--- src/rtl/j_jiotimer_if.sv ---
// JERRY I/O bus view of the timer bank: word address, active-low strobes,
// write data in, registered read-back data and its output enable.
interface j_jiotimer_if #(
  parameter int AW = 16,
  parameter int DW = 16
);
  logic [AW-1:0] a;
  logic          cs_l;
  logic          we_l;
  logic          oe_l;
  logic [DW-1:0] d_in;
  logic [DW-1:0] dr_out;
  logic          dr_oe;

  modport master (output a, cs_l, we_l, oe_l, d_in, input dr_out, dr_oe);
  modport slave  (input a, cs_l, we_l, oe_l, d_in, output dr_out, dr_oe);
endinterface

--- src/rtl/j_jiotimer.sv ---
// Multi-channel programmable interval timer bank for the JERRY I/O space:
// per-channel prescaler/divider, enables, sticky pending/mask and read-back.
module j_jiotimer #(
  parameter int         NCH  = 4,
  parameter int         AW   = 16,
  parameter int         DW   = 16,
  parameter logic [7:0] BASE = 8'h1A
) (
  input  logic           sys_clk,
  input  logic           resetl,
  j_jiotimer_if.slave    bus,
  output logic [NCH-1:0] tick,
  output logic           int_l
);

  logic           sel;
  logic [7:0]     off;
  logic           wr_req;
  logic           wr_q;
  logic           wr_stb;
  logic           rd_req;
  logic           en_wr;
  logic           pend_wr;
  logic           mask_wr;
  logic [DW-1:0]  pre_r   [NCH];
  logic [DW-1:0]  div_r   [NCH];
  logic [DW-1:0]  pre_cnt [NCH];
  logic [DW-1:0]  div_cnt [NCH];
  logic [NCH-1:0] en;
  logic [NCH-1:0] pend;
  logic [NCH-1:0] mask;
  logic [NCH-1:0] en_next;
  logic [NCH-1:0] clr;
  logic [NCH-1:0] pre_wr;
  logic [NCH-1:0] div_wr;
  logic [NCH-1:0] load;
  logic [DW-1:0]  rd_val;

  assign sel     = ~bus.cs_l & (bus.a[AW-1:8] == (AW-8)'(BASE));
  assign off     = bus.a[7:0];
  // A held write strobe commits only on its first selected cycle
  assign wr_req  = sel & ~bus.we_l;
  assign wr_stb  = wr_req & ~wr_q;
  assign rd_req  = sel & ~bus.oe_l & bus.we_l;
  assign en_wr   = wr_stb & (off == 8'h40);
  assign pend_wr = wr_stb & (off == 8'h41);
  assign mask_wr = wr_stb & (off == 8'h42);
  assign en_next = en_wr ? bus.d_in[NCH-1:0] : en;
  assign clr     = pend_wr ? bus.d_in[NCH-1:0] : '0;

  // A reload (DIV write or enable rising) takes priority over counting and suppresses the tick
  always_comb begin
    pre_wr = '0;
    div_wr = '0;
    load   = '0;
    tick   = '0;
    for (int c = 0; c < NCH; c++) begin
      pre_wr[c] = wr_stb & (off == 8'(4 * c));
      div_wr[c] = wr_stb & (off == 8'(4 * c + 1));
      load[c]   = div_wr[c] | (en_next[c] & ~en[c]);
      tick[c]   = en[c] & ~load[c] & (pre_cnt[c] == '0) & (div_cnt[c] == '0);
    end
  end

  always_comb begin
    rd_val = '0;
    for (int c = 0; c < NCH; c++) begin
      if (off[7:2] == 6'(c)) begin
        case (off[1:0])
          2'd0:    rd_val = pre_r[c];
          2'd1:    rd_val = div_r[c];
          2'd2:    rd_val = pre_cnt[c];
          default: rd_val = div_cnt[c];
        endcase
      end
    end
    case (off)
      8'h40:   rd_val = DW'(en);
      8'h41:   rd_val = DW'(pend);
      8'h42:   rd_val = DW'(mask);
      default: ;
    endcase
  end

  always_ff @(posedge sys_clk or negedge resetl) begin
    if (!resetl) begin
      wr_q       <= 1'b0;
      en         <= '0;
      pend       <= '0;
      mask       <= '0;
      int_l      <= 1'b1;
      bus.dr_oe  <= 1'b0;
      bus.dr_out <= '0;
    end else begin
      wr_q       <= wr_req;
      en         <= en_next;
      pend       <= (pend & ~clr) | tick;
      if (mask_wr)
        mask <= bus.d_in[NCH-1:0];
      int_l      <= ~|(pend & mask);
      bus.dr_oe  <= rd_req;
      bus.dr_out <= rd_req ? rd_val : '0;
    end
  end

  always_ff @(posedge sys_clk or negedge resetl) begin
    if (!resetl) begin
      for (int c = 0; c < NCH; c++) begin
        pre_r[c]   <= '0;
        div_r[c]   <= '0;
        pre_cnt[c] <= '0;
        div_cnt[c] <= '0;
      end
    end else begin
      for (int c = 0; c < NCH; c++) begin
        if (pre_wr[c])
          pre_r[c] <= bus.d_in;
        if (div_wr[c])
          div_r[c] <= bus.d_in;
        if (load[c]) begin
          pre_cnt[c] <= pre_r[c];
          div_cnt[c] <= div_wr[c] ? bus.d_in : div_r[c];
        end else if (en[c]) begin
          if (pre_cnt[c] != '0) begin
            pre_cnt[c] <= pre_cnt[c] - DW'(1);
          end else begin
            pre_cnt[c] <= pre_r[c];
            div_cnt[c] <= (div_cnt[c] != '0) ? div_cnt[c] - DW'(1) : div_r[c];
          end
        end
      end
    end
  end

endmodule
--- src/flat_wrapper.sv ---
// flat-port wrapper written by rule: the top's interface ports become plain ports
module j_jiotimer_flat 
#(
  parameter int         NCH  = 4,
  parameter int         AW   = 16,
  parameter int         DW   = 16,
  parameter logic [7:0] BASE = 8'h1A
)
  (sys_clk, resetl, tick, int_l, bus_a, bus_cs_l, bus_we_l, bus_oe_l, bus_d_in, bus_dr_out, bus_dr_oe);
  j_jiotimer_if #(.AW(AW), .DW(DW)) bus_i ();
  input  logic sys_clk;
  input  logic resetl;
  output logic [NCH-1:0] tick;
  output logic int_l;
  input wire logic [$bits(bus_i.a)-1:0] bus_a;
  input wire logic [$bits(bus_i.cs_l)-1:0] bus_cs_l;
  input wire logic [$bits(bus_i.we_l)-1:0] bus_we_l;
  input wire logic [$bits(bus_i.oe_l)-1:0] bus_oe_l;
  input wire logic [$bits(bus_i.d_in)-1:0] bus_d_in;
  output wire logic [$bits(bus_i.dr_out)-1:0] bus_dr_out;
  output wire logic [$bits(bus_i.dr_oe)-1:0] bus_dr_oe;
  assign bus_i.a = bus_a;
  assign bus_i.cs_l = bus_cs_l;
  assign bus_i.we_l = bus_we_l;
  assign bus_i.oe_l = bus_oe_l;
  assign bus_i.d_in = bus_d_in;
  assign bus_dr_out = bus_i.dr_out;
  assign bus_dr_oe = bus_i.dr_oe;
  j_jiotimer #(.NCH(NCH), .AW(AW), .DW(DW), .BASE(BASE)) u_core (.sys_clk(sys_clk), .resetl(resetl), .bus(bus_i), .tick(tick), .int_l(int_l));
endmodule
--- config.mk ---
export PLATFORM = sky130hd
export DESIGN_NAME = j_jiotimer_flat
export DESIGN_NICKNAME = d
export VERILOG_FILES = /design/src/rtl/j_jiotimer_if.sv /design/src/rtl/j_jiotimer.sv /design/src/flat_wrapper.sv
export SDC_FILE = /design/constraint.sdc
export NUM_CORES = 1
export LEC_CHECK = 0
export BUFFER_PORTS_ARGS = -buffer_cell sky130_fd_sc_hd__buf_2
export CAP_MARGIN = 20
export CORE_MARGIN = 2
export CORE_UTILIZATION = 62
export CTS_BUF_LIST = sky130_fd_sc_hd__clkbuf_4 sky130_fd_sc_hd__clkbuf_8 sky130_fd_sc_hd__clkbuf_16
export DETAILED_ROUTE_END_ITERATION = 8
export GPL_ROUTABILITY_DRIVEN = 1
export GPL_TIMING_DRIVEN = 0
export PLACE_DENSITY_LB_ADDON = 0.2
export REMOVE_ABC_BUFFERS = 1
export SETUP_SLACK_MARGIN = 0.05
export SLEW_MARGIN = 20
export SYNTH_ARGS = -nofsm -noshare
export SYNTH_HDL_FRONTEND = slang
export SYNTH_SLANG_ARGS = --single-unit
--- constraint.sdc ---
create_clock -name sys_clk -period 8.18 [get_ports sys_clk]
set_clock_uncertainty 0.2 [all_clocks]
set_input_delay 1.227 -clock sys_clk [delete_from_list [all_inputs] [get_ports sys_clk]]
set_output_delay 1.227 -clock sys_clk [all_outputs]
set_load 0.01 [all_outputs]
==> impl_results.md <==
- Status: complete, no violations
- Comb pwr share: 11.9%
- Part of the Yosys area used for sequential elements: 40.6%
- Largest net degree at the start of global routing: 100
- Iter 0 DRT Violations: 2085
- Final period util: 68.5%
- Most common cell after layout, fill and taps aside: nand2_1
- Post-DP HPWL: 40300 um
- Hold Violations, Final: 0
- Leakage: 8.36 nW
- Fin worst setup slack: 2.57 ns
- Nets: 1925
- Ant. Diodes: 0
- Cells after Synth: 1886
- Max-cap violations: 0
- Synth async-reset ratio: 100%
- Die H: 173 um
- Sequential share of power: 45.7%
- Yosys top cell area share: 40.4%
- Clk pwr share: 42.3%
- CTS clk-pin slew, worst paths: 0.06 ns
- Synth area leader: dfrtp_1
- Setup violators final: 0
- Starting density of the core: 63.4%
- Switching part of the total power: 27.2%
- Clk sinks: 287
- IO buf count: 58
- FF-to-FF path depth: 6
- Pre-CTS setup slack: 2.64 ns
- First-pass GRT wire length: 90200 um
- Hold crit path type: input port to async pin
- Avg Cell Area, Syn: 9.39 um2
- Layout area overhead: 9.53%
- Cell area after synthesis: 17700 um2
- Most frequent cells in the layout: 309 x nand2_1, 286 x dfrtp_1, 134 x nor2_1
- Synth unique cells: 88
- Total negative slack: 0 ns
- CP Max Fanout: 40
- Net Sw Power: 957 uW
- Total grt overflow: 0
- WL per Instance: 25.7 um
- Overall routing resource usage: 38.7%
- DP Cell Count: 2222
- Final ANT Viol Nets: 0
- Critical Path Sink Type: output pin
- WP data arrival: 4.18 ns
- CTS tree: yes
- Worst-Skew Late Latency: 0.58 ns
- Final wirelength: 58500 um
- Post-synth EDFFs: 0
- Normalized max-slew margin: 23.3%
- Initial antenna violation count: 1
- Routed via count: 16000
- Final std cells w/o fill: 2278
- Post-DR vias/cell: 7.04
- Reg2Reg Launch Point: u_core.wr_q
- Gpl congestion: 1.02
- Synth Warn #: 0
- Layout cells sized above 1: 18.1%
- Critical path startpoint category: input port
- Clk buf depth: 3
- Synth area leaders: dfrtp_1 40%, mux4_2 8.1%, nand2_1 6.6%, mux2_2 5.6%, nor2_1 2.9%
- Die area: 29900 um2
- R2r setup slk: 4.57 ns
- H-tree depth: 1
- Top_reg_cell synth: dfrtp_1
- Final Slew Violations: 0
- Unrepaired setup endpoints after global routing: false
- Minimum clock period: 5.61 ns
- P_int: 2.56 mW
- Seq cells post-synth: 287
- Pwr Density: 182 nW/um2
- Drt first pass iters: 7
- # IOs: 59
- Hold_ws: 0.297 ns
- CP Data Required Time: 6.75 ns
- Vias in the first global route: 15000
- Peak Freq: 178 MHz
- Worst-margin pin slew: 1.15 ns
- Critical path class: input port to output pin
- Cts hold-fix bufs: 0
- Die width: 173 um
- Clk root buf: clkbuf_16
- Total core area: 27900 um2
- DRC Markers: 0
- Peak VDD IR: 0.157 mV
- Post-CTS resize count: 0
- Number of fill cells in the layout: 2178
- Std-Cell Rows: 61
- R2r endpoint: u_core.pre_cnt[19]
- Power Total: 3.52 mW
- Num CTS Buffers: 31
- Setup bufs post-CTS: 0
## worst max path at each step
stage,startpoint,end,slack (ns),cells past startpoint
6_report,bus_a[1],tick[1],2.57,8
3_5_place_dp,bus_a[1],tick[1],2.64,8
3_3_place_gp,resetl,u_core.pre_r[58],0.37,1
4_1_cts,bus_a[1],tick[1],2.67,8
2_1_floorplan,bus_a[5],u_core.pre_r[0],3.80,4
5_1_grt,bus_a[1],tick[1],2.50,8
## critical path, cell delays in order
cell,delay [ns]
buf_4,0.28
buf_16,0.28
or4_1,0.73
nor4_2,0.60
a22oi_1,0.54
nand2_1,0.21
nor2_1,0.09
buf_2,0.18
## cells in the mapped netlist (11+ instances only)
| library cell | instances |
|---|---|
| nand2_1 | 309 |
| dfrtp_1 | 286 |
| nor2_1 | 135 |
| a21oi_1 | 99 |
| o21ai_0 | 93 |
| mux2_2 | 88 |
| nor3_1 | 71 |
| clkbuf_1 | 70 |
| mux4_2 | 64 |
| nand3_1 | 59 |
| inv_1 | 34 |
| nor4_1 | 34 |
| buf_2 | 33 |
| a211oi_1 | 25 |
| mux2i_1 | 25 |
| o211ai_1 | 25 |
| and2_1 | 22 |
| o22ai_1 | 20 |
| or3_1 | 20 |
| xnor2_1 | 19 |
| a311oi_1 | 17 |
| nand2b_1 | 17 |
| a22oi_1 | 16 |
| nand4_1 | 16 |
| a31oi_1 | 14 |
| o21a_1 | 14 |
| xor2_1 | 14 |
| nor2b_1 | 13 |
| or2_2 | 13 |
| or4_1 | 13 |
| a21o_1 | 12 |
| ha_1 | 11 |
## area by class of cell
type | instances | area [um2] | area share, %
clock buffers | 50 | 975 | 5.03
clock inverters | 6 | 105 | 0.542
inverters | 35 | 131 | 0.678
multi-input cells | 1448 | 9970 | 51.4
flip-flops and latches | 287 | 7180 | 37.1
well taps | 378 | 473 | 2.44
repair buffers | 74 | 551 | 2.84
## kinds of logic (layout without fill, tap and decap cells)
kind of cell               Yosys count  in the layout  synth area share (%)
muxes                              177            177                  15.2
xor gates and xnor gates            33             33                  1.63
DFF                                287            287                  40.6
adders and majority gates           11             11                 0.778
and+or+nand+nor                    807            807                  22.8
AOI/OAI and AO/OA                  420            420                  15.4
buffers and inverters              151            165                  3.63
## state kept, by name, summed over array words and instances, names as in the netlist
signal and count:
u_core.pre_cnt 64, u_core.wr_q 1, u_core.int_l 1, u_core.en 4, u_core.pre_r 64, u_core.div_cnt 64
u_core.div_r 64, u_core.bus.dr_oe 1, u_core.bus.dr_out 16, u_core.pend 4, u_core.mask 4
## routing by layer
layer	GRT usage, %	up-vias	wire length [um]
met5	0	-	13
met2	57.9	1009	25900
met4	16.6	2	2900
li1	-	6965	-
met1	54.8	7892	22900
met3	8.75	163	6810
## per-stage QoR
step	util (%)	instance area [um2]
finish	69.4	19400
global route	69.4	19400
CTS	69.4	19400
detailed placement	65.5	18300
global placement	64.3	18000
floorplan	-	17200
## power groups by stage
stage	combinational, mW	clock (mW)	sequential, mW
floorplan	0.249	0	1.58
global placement	0.392	0	1.62
detailed placement	0.410	0	1.62
CTS	0.412	1.50	1.60
global route	0.452	1.55	1.62
finish	0.419	1.49	1.61
Note: power is estimated with default switching activity, not from simulation.
